[src/rtl/dmem_responder_pkg.sv]
// Shared definitions for the data-memory responder: funct3 codes, FSM states,
// MMIO register indices and the access-legality rule.
package dmem_responder_pkg;

    localparam logic [2:0] F3_B  = 3'b000;
    localparam logic [2:0] F3_H  = 3'b001;
    localparam logic [2:0] F3_W  = 3'b010;
    localparam logic [2:0] F3_BU = 3'b100;
    localparam logic [2:0] F3_HU = 3'b101;

    typedef enum logic {
        ST_INIT = 1'b0,
        ST_RUN  = 1'b1
    } state_t;

    localparam logic [1:0] MMIO_SCRATCH  = 2'd0;
    localparam logic [1:0] MMIO_CYCLE_LO = 2'd1;
    localparam logic [1:0] MMIO_CYCLE_HI = 2'd2;
    localparam logic [1:0] MMIO_MISALIGN = 2'd3;

    // High for a misaligned half/word access or an unused funct3 code.
    function automatic logic access_error(input logic [2:0] f3, input logic [1:0] off);
        case (f3)
            F3_B, F3_BU: return 1'b0;
            F3_H, F3_HU: return off[0];
            F3_W:        return off != 2'b00;
            default:     return 1'b1;
        endcase
    endfunction

endpackage

[src/rtl/dmem_responder_load_align.sv]
// dmem_load_align: picks the byte/half/word at the given offset of a 32-bit
// read word and sign- or zero-extends it according to funct3.
module dmem_load_align
    import dmem_responder_pkg::*;
(
    input  logic [31:0] dout,
    input  logic [2:0]  funct3,
    input  logic [1:0]  offset,
    output logic [31:0] data
);

    logic [7:0]  byte_sel;
    logic [15:0] half_sel;

    always_comb begin
        byte_sel = dout[{offset, 3'b000} +: 8];
        half_sel = offset[1] ? dout[31:16] : dout[15:0];
        data     = '0;
        case (funct3)
            F3_B:    data = {{24{byte_sel[7]}}, byte_sel};
            F3_H:    data = {{16{half_sel[15]}}, half_sel};
            F3_W:    data = dout;
            F3_BU:   data = {24'b0, byte_sel};
            F3_HU:   data = {16'b0, half_sel};
            default: data = '0;
        endcase
    end

endmodule

[src/rtl/dmem_responder.sv]
// Data-memory responder: zero-sweeps the SRAM after reset, then serves M-stage
// loads/stores with 1-cycle load latency. Optional MMIO block: DMEM_MMIO_EN.
module dmem_responder
    import dmem_responder_pkg::*;
#(
    parameter int DATA_WIDTH = 32,
    parameter int ADDR_WIDTH = 9
) (
    input  logic                  clk,
    input  logic                  rst,
    input  logic                  i_mem_write_M,
    input  logic [31:0]           i_data_addr_M,
    input  logic [DATA_WIDTH-1:0] i_write_data_M,
    input  logic [2:0]            i_funct3_MEM,
    output logic [DATA_WIDTH-1:0] o_read_data_W,
    output logic                  o_misaligned,
    output logic                  o_init_done,
    output logic                  o_sram_csb,
    output logic                  o_sram_web,
    output logic [3:0]            o_sram_wmask,
    output logic [ADDR_WIDTH-1:0] o_sram_addr,
    output logic [DATA_WIDTH-1:0] o_sram_din,
    input  logic [DATA_WIDTH-1:0] i_sram_dout
);

    // Request contract: in RUN a request is presented every cycle and always
    // accepted (no back-pressure); its load data/error appear exactly one cycle later.
    state_t                state_q, state_d;
    logic [ADDR_WIDTH-1:0] cnt_q;
    logic [1:0]            off;
    logic                  req_err;
    logic                  is_mmio;
    logic [3:0]            st_mask;
    logic [31:0]           st_din;
    logic                  ld_valid_q, err_q;
    logic [2:0]            f3_q;
    logic [1:0]            off_q;
    logic [31:0]           dout_src;
    logic [31:0]           aligned;
    logic                  unused_addr_bits;

    assign off              = i_data_addr_M[1:0];
    assign req_err          = access_error(i_funct3_MEM, off);
    assign unused_addr_bits = ^i_data_addr_M[31:ADDR_WIDTH+2];

    always_comb begin
        case (i_funct3_MEM[1:0])
            2'b00: begin
                st_mask = 4'b0001 << off;
                st_din  = {4{i_write_data_M[7:0]}};
            end
            2'b01: begin
                st_mask = off[1] ? 4'b1100 : 4'b0011;
                st_din  = {2{i_write_data_M[15:0]}};
            end
            default: begin
                st_mask = 4'hF;
                st_din  = i_write_data_M;
            end
        endcase
    end

    always_comb begin
        state_d      = state_q;
        o_sram_csb   = 1'b1;
        o_sram_web   = 1'b1;
        o_sram_wmask = 4'h0;
        o_sram_addr  = i_data_addr_M[ADDR_WIDTH+1:2];
        o_sram_din   = '0;
        case (state_q)
            ST_INIT: begin
                o_sram_csb   = 1'b0;
                o_sram_web   = 1'b0;
                o_sram_wmask = 4'hF;
                o_sram_addr  = cnt_q;
                if (cnt_q == '1) state_d = ST_RUN;
            end
            ST_RUN: begin
                if (!req_err && !is_mmio) begin
                    o_sram_csb = 1'b0;
                    if (i_mem_write_M) begin
                        o_sram_web   = 1'b0;
                        o_sram_wmask = st_mask;
                        o_sram_din   = st_din;
                    end
                end
            end
            default: state_d = ST_INIT;
        endcase
    end

    always_ff @(posedge clk or negedge rst) begin
        if (!rst) begin
            state_q     <= ST_INIT;
            cnt_q       <= '0;
            o_init_done <= 1'b0;
        end else begin
            state_q     <= state_d;
            o_init_done <= (state_d == ST_RUN);
            if (state_q == ST_INIT) cnt_q <= cnt_q + 1'b1;
        end
    end

    always_ff @(posedge clk or negedge rst) begin
        if (!rst) begin
            ld_valid_q <= 1'b0;
            err_q      <= 1'b0;
            f3_q       <= '0;
            off_q      <= '0;
        end else if (state_q == ST_RUN) begin
            ld_valid_q <= !i_mem_write_M;
            err_q      <= req_err;
            f3_q       <= i_funct3_MEM;
            off_q      <= off;
        end
    end

`ifdef DMEM_MMIO_EN
    logic [31:0] scratch_q, mmio_rdata_q, mis_cnt_q;
    logic [63:0] cycle_q;
    logic        mmio_q;
    logic [1:0]  mmio_idx;

    assign is_mmio  = i_data_addr_M[31];
    assign mmio_idx = i_data_addr_M[3:2];

    // Read values are sampled at the request edge so MMIO loads share the SRAM latency.
    always_ff @(posedge clk or negedge rst) begin
        if (!rst) begin
            scratch_q    <= '0;
            mmio_rdata_q <= '0;
            mis_cnt_q    <= '0;
            cycle_q      <= '0;
            mmio_q       <= 1'b0;
        end else if (state_q == ST_RUN) begin
            cycle_q <= cycle_q + 64'd1;
            if (err_q) mis_cnt_q <= mis_cnt_q + 32'd1;
            mmio_q <= is_mmio;
            if (is_mmio && !req_err && i_mem_write_M && mmio_idx == MMIO_SCRATCH) begin
                for (int k = 0; k < 4; k++)
                    if (st_mask[k]) scratch_q[8*k +: 8] <= st_din[8*k +: 8];
            end
            case (mmio_idx)
                MMIO_SCRATCH:  mmio_rdata_q <= scratch_q;
                MMIO_CYCLE_LO: mmio_rdata_q <= cycle_q[31:0];
                MMIO_CYCLE_HI: mmio_rdata_q <= cycle_q[63:32];
                default:       mmio_rdata_q <= mis_cnt_q;
            endcase
        end
    end

    assign dout_src = mmio_q ? mmio_rdata_q : i_sram_dout;
`else
    assign is_mmio  = 1'b0;
    assign dout_src = i_sram_dout;
`endif

    dmem_load_align u_align (
        .dout   (dout_src),
        .funct3 (f3_q),
        .offset (off_q),
        .data   (aligned)
    );

    assign o_read_data_W = (ld_valid_q && !err_q) ? aligned : '0;
    assign o_misaligned  = err_q;

endmodule

[config.mk]
export PLATFORM = sky130hd
export DESIGN_NAME = dmem_responder
export DESIGN_NICKNAME = d
export VERILOG_FILES = /design/src/rtl/dmem_responder_pkg.sv /design/src/rtl/dmem_responder_load_align.sv /design/src/rtl/dmem_responder.sv
export SDC_FILE = /design/constraint.sdc
export NUM_CORES = 1
export LEC_CHECK = 0
export ABC_AREA = 1
export BUFFER_PORTS_ARGS = -buffer_cell sky130_fd_sc_hd__buf_2
export CAP_MARGIN = 20
export CORE_UTILIZATION = 40
export CTS_CLUSTER_DIAMETER = 150
export DETAILED_ROUTE_END_ITERATION = 16
export PLACE_DENSITY = 0.84
export SLEW_MARGIN = 20
export SYNTH_ARGS = -nofsm -noshare
export SYNTH_HDL_FRONTEND = slang
export SYNTH_SLANG_ARGS = --single-unit
[constraint.sdc]
create_clock -name clk -period 4.29 [get_ports clk]
set_clock_uncertainty 0.15 [all_clocks]
set_input_delay 0.2145 -clock clk [delete_from_list [all_inputs] [get_ports clk]]
set_output_delay 0.2145 -clock clk [all_outputs]
set_load 0.05 [all_outputs]
==> reports/results.md <==
Outcome
* complete, no violations — run status

Timing
* 0 — final hold violations
* false — setup repair after global routing missed its margin
* 0 — total count of max-transition violations in the final report
* 0 — # setup viols final
* 0.672 — fin crit share
* 2.88 ns — post-route minimum period
* 0 ns — Setup Total Neg Slack
* 0.379 — worst-case headroom to the max-slew limit
* 0.931 ns — Worst Max-Slew Pin Slew
* 0.347 GHz — peak clock frequency supported by timing

Critical path
* dfrtp_2 — worst-path cell with the longest stage delay
* output pin — kind of capture point of the worst setup path
* inv_1 -> nor2_1 -> nand2_1 -> nor2_1 -> buf_2 — cells along the critical path
* 2.52 ns — critical path arrival
* reg2out — CP Class
* 2.05 ns — r2r setup slk
* flop — critical path launch point type
* 3.93 ns — required time of the critical path
* nor2_1 — Worst path most repeated cell
* 61 — largest fanout on the critical path
* 0.98 ns — peak per-stage delay on the critical path

Die
* 6060 µm² — Placeable Area
* 183 — number of I/O pins
* 6760 µm² — floorplan die area
* 0.425 — initial core utilization
* 82.2 µm — die height
* 82.2 µm — Die Wd
* 28 — Core Rows

Power and ir drop
* 120 µW — Switching Power
* 0.308 — Net Sw Frac
* 388 µW — Tot Pwr
* 0.279 — Comb power frac
* 0.188 mV — Worst VDD drop
* 115 nW/µm² — pwr dens
* 0.309 — part of the power in the clock network
* 1.87 nW — leakage power
* 269 µW — internal portion of total power
* 0.413 — share of power burned in registers

Clock tree
* clkbuf_8 — clock tree root driver cell
* 1 — CTS HTree Levels
* 3 — number of buffers inserted during clock tree synthesis
* 17 — total clock sinks
* 0 — setup bufs post-CTS
* done — CTS tree
* 2 — buffer depth of the longest clock path
* 0.25 ns — clk_lat worst skew
* 0.06 ns — post-CTS clock slew at the launch and capture registers of the worst setup and hold paths

Detailed routing
* 0 — Routed Antenna Nets
* 118 — Iteration-0 DRC Markers
* 3538 — routed vias
* 5 — number of iterations in the first detailed-routing pass
* 11.6 µm — DR WL/cell
* 8220 µm — routed wire length
* 5.00 — Avg Vias per Cell
* 0 — number of remaining DRC errors

Cells and area
* 0.302 — layout cell share with drive strength beyond 1
* 1780 µm² — Multi-input gate area
* 30.9% — Layout area overhead
* 0 — final antenna diode count
* 427 µm² — Register Area
* 738 — nets
* 627 — number of fill cells in the layout

Global routing
* 0.227 — overall global routing resource usage
* 0 — total global routing overflow
* 12400 µm — wire length of the first global-routing pass
* 62 — maximum number of pins on one net before global-route repair
* 0 — initial antenna violation count
* 2967 — number of global-route vias before repair

Synthesis
* 0.00972 — share of synthesized cell area in full adder, half adder and majority cells
* 0 — number of enable-type register cells in the synthesized netlist
* 495 — Mapped Cells
* simple AND/OR/NAND/NOR gates — dominant combinational cell family by area after synthesis
* 1.00 — Async SR Flop Fraction
* nand2_1, dfrtp_1, nor2_1, a21oi_1, inv_1 — largest cells by area after synthesis
* 0.168 — post-synthesis compound-gate area fraction
* 0 — proportion of synthesized area in mux cells
* 5.20 µm² — mean instance size in the synthesized netlist
* 599 — Synthesized Nets
* nand2_1 — most frequent cell after synthesis
* nand2_1 — cell accounting for the most synthesized area
* nand2_1, nor2_1, inv_1 — list of most frequent post-synthesis cells
* 2570 µm² — Syn Std Cell Area
* 0.495 — post-synthesis share of cell area spent on and, or, nand and nor gates
* 0.0204 — xor/xnor cell area share of the yosys netlist
* dfrtp_1 — dominant synthesized flop cell
* 17 — Synth Register Bits
* 0.165 — sequential element share of the synthesized area
* 28 — number of distinct library cells after synthesis
* 0.243 — area fraction of the dominant cell type after synthesis
* 0 — count of yosys warnings during synthesis

Placed design
* 6390 µm — estimated wirelength of the detail-placed design
* 161 — number of input and output port buffers inserted
* 0.816 — final RePlAce weighted congestion

Run
* 0 — MaxCap Viol Count

Hold path
* in2reg — class of the tightest hold or removal check

## power groups by stage
stage | sequential [mW] | clock, mW | combinational [mW]
3_3_place_gp | 0.163 | 0 | 0.104
6_report | 0.160 | 0.120 | 0.108
5_1_grt | 0.160 | 0.131 | 0.121
2_1_floorplan | 0.163 | 0 | 0.0530
4_1_cts | 0.160 | 0.124 | 0.108
3_5_place_dp | 0.163 | 0 | 0.107
## final timing paths
path | from | to | cells after the start
hold reg to reg | cnt_q[6]$_DFFE_PN0N_ | cnt_q[6]$_DFFE_PN0N_ | 2
hold / removal | i_funct3_MEM[2] | f3_q[2]$_DFFE_PN0P_ | 3
setup reg to reg | state_q$_DFF_PN0_ | cnt_q[2]$_DFFE_PN0N_ | 4
min in group asynchronous | rst | cnt_q[1]$_DFFE_PN0N_ | 2
setup / recovery | state_q$_DFF_PN0_ | o_sram_din[14] | 5
max in group asynchronous | rst | state_q$_DFF_PN0_ | 2
## layer usage
| layer | share of wire | GRT usage | vias to the layer above |
|---|---|---|---|
| met3 | 0.094 | 0.0429 | 2 |
| li1 | - | - | 1802 |
| met2 | 0.50 | 0.445 | 182 |
| met5 | 0 | 0 | - |
| met1 | 0.40 | 0.252 | 1552 |
| met4 | 0.00097 | 0.0368 | 0 |
## cell type report
cell class | instances | area share
timing repair buffer | 162 | 0.242
clock buffer | 3 | 0.0123
tap | 75 | 0.0278
multi-input combinational | 396 | 0.530
clock inverter | 1 | 0.00149
inverter | 54 | 0.0602
sequential | 17 | 0.127
## logic make-up (layout without fill, tap and decap cells)
logic type / count (synthesis) / count (layout)
AOI/OAI and AO/OA: 79 / 79
xor gates and xnor gates: 6 / 6
adders and majority gates: 2 / 2
buffers and inverters: 82 / 220
DFF: 17 / 17
and+or+nand+nor: 309 / 309
## critical path, delay by kind of cell, from the launching register on
| kind | cells | cell delay (ns) |
|---|---|---|
| flops | 1 | 0.98 |
| buf+inv | 2 | 0.89 |
| simple gates | 3 | 0.39 |
## flip-flops by register name, indices dropped and copies added (netlist names)
register and count:
o_misaligned 1, state_q 1, off_q 2, ld_valid_q 1, f3_q 3, cnt_q 9
## per-stage QoR
stage | cells | area [µm²] | utilization | hold WS (ns) | setup WS (ns)
finish | 708 | 3370 | 0.556 | 0.0338 | 1.41
global route | 708 | 3370 | 0.556 | 0.0383 | 1.14
CTS | 708 | 3370 | 0.556 | 0.0281 | 1.41
detailed placement | 703 | 3310 | 0.547 | 0.00765 | 1.53
global placement | 703 | 3310 | 0.547 | 0.00175 | 1.57
floorplan | 495 | 2570 | - | -0.231 | 1.70
## cell usage in the layout, fill, tap and decap left out, types with 2 or more instances in the layout
master	Yosys	layout
a21oi_1	43	43
a21oi_2	2	2
buf_2	10	161
clkbuf_8	0	3
dfrtp_1	17	16
ha_1	2	2
inv_1	51	51
inv_2	3	3
nand2_1	167	167
nand2_2	2	2
nand2_4	2	2
nand3_1	21	21
nand3_2	2	2
nor2_1	99	99
nor2_2	7	7
nor2_4	3	3
nor3_1	2	2
o211ai_1	7	7
o21ai_0	26	26
or2_2	2	2
xor2_1	5	5
## repair_timing
action                                 CTS  global route
endpoints found under the hold margin   17             0
gates resized for setup                  0             0
hold buffers                             1             0
Note: power is estimated with default switching activity, not from simulation.
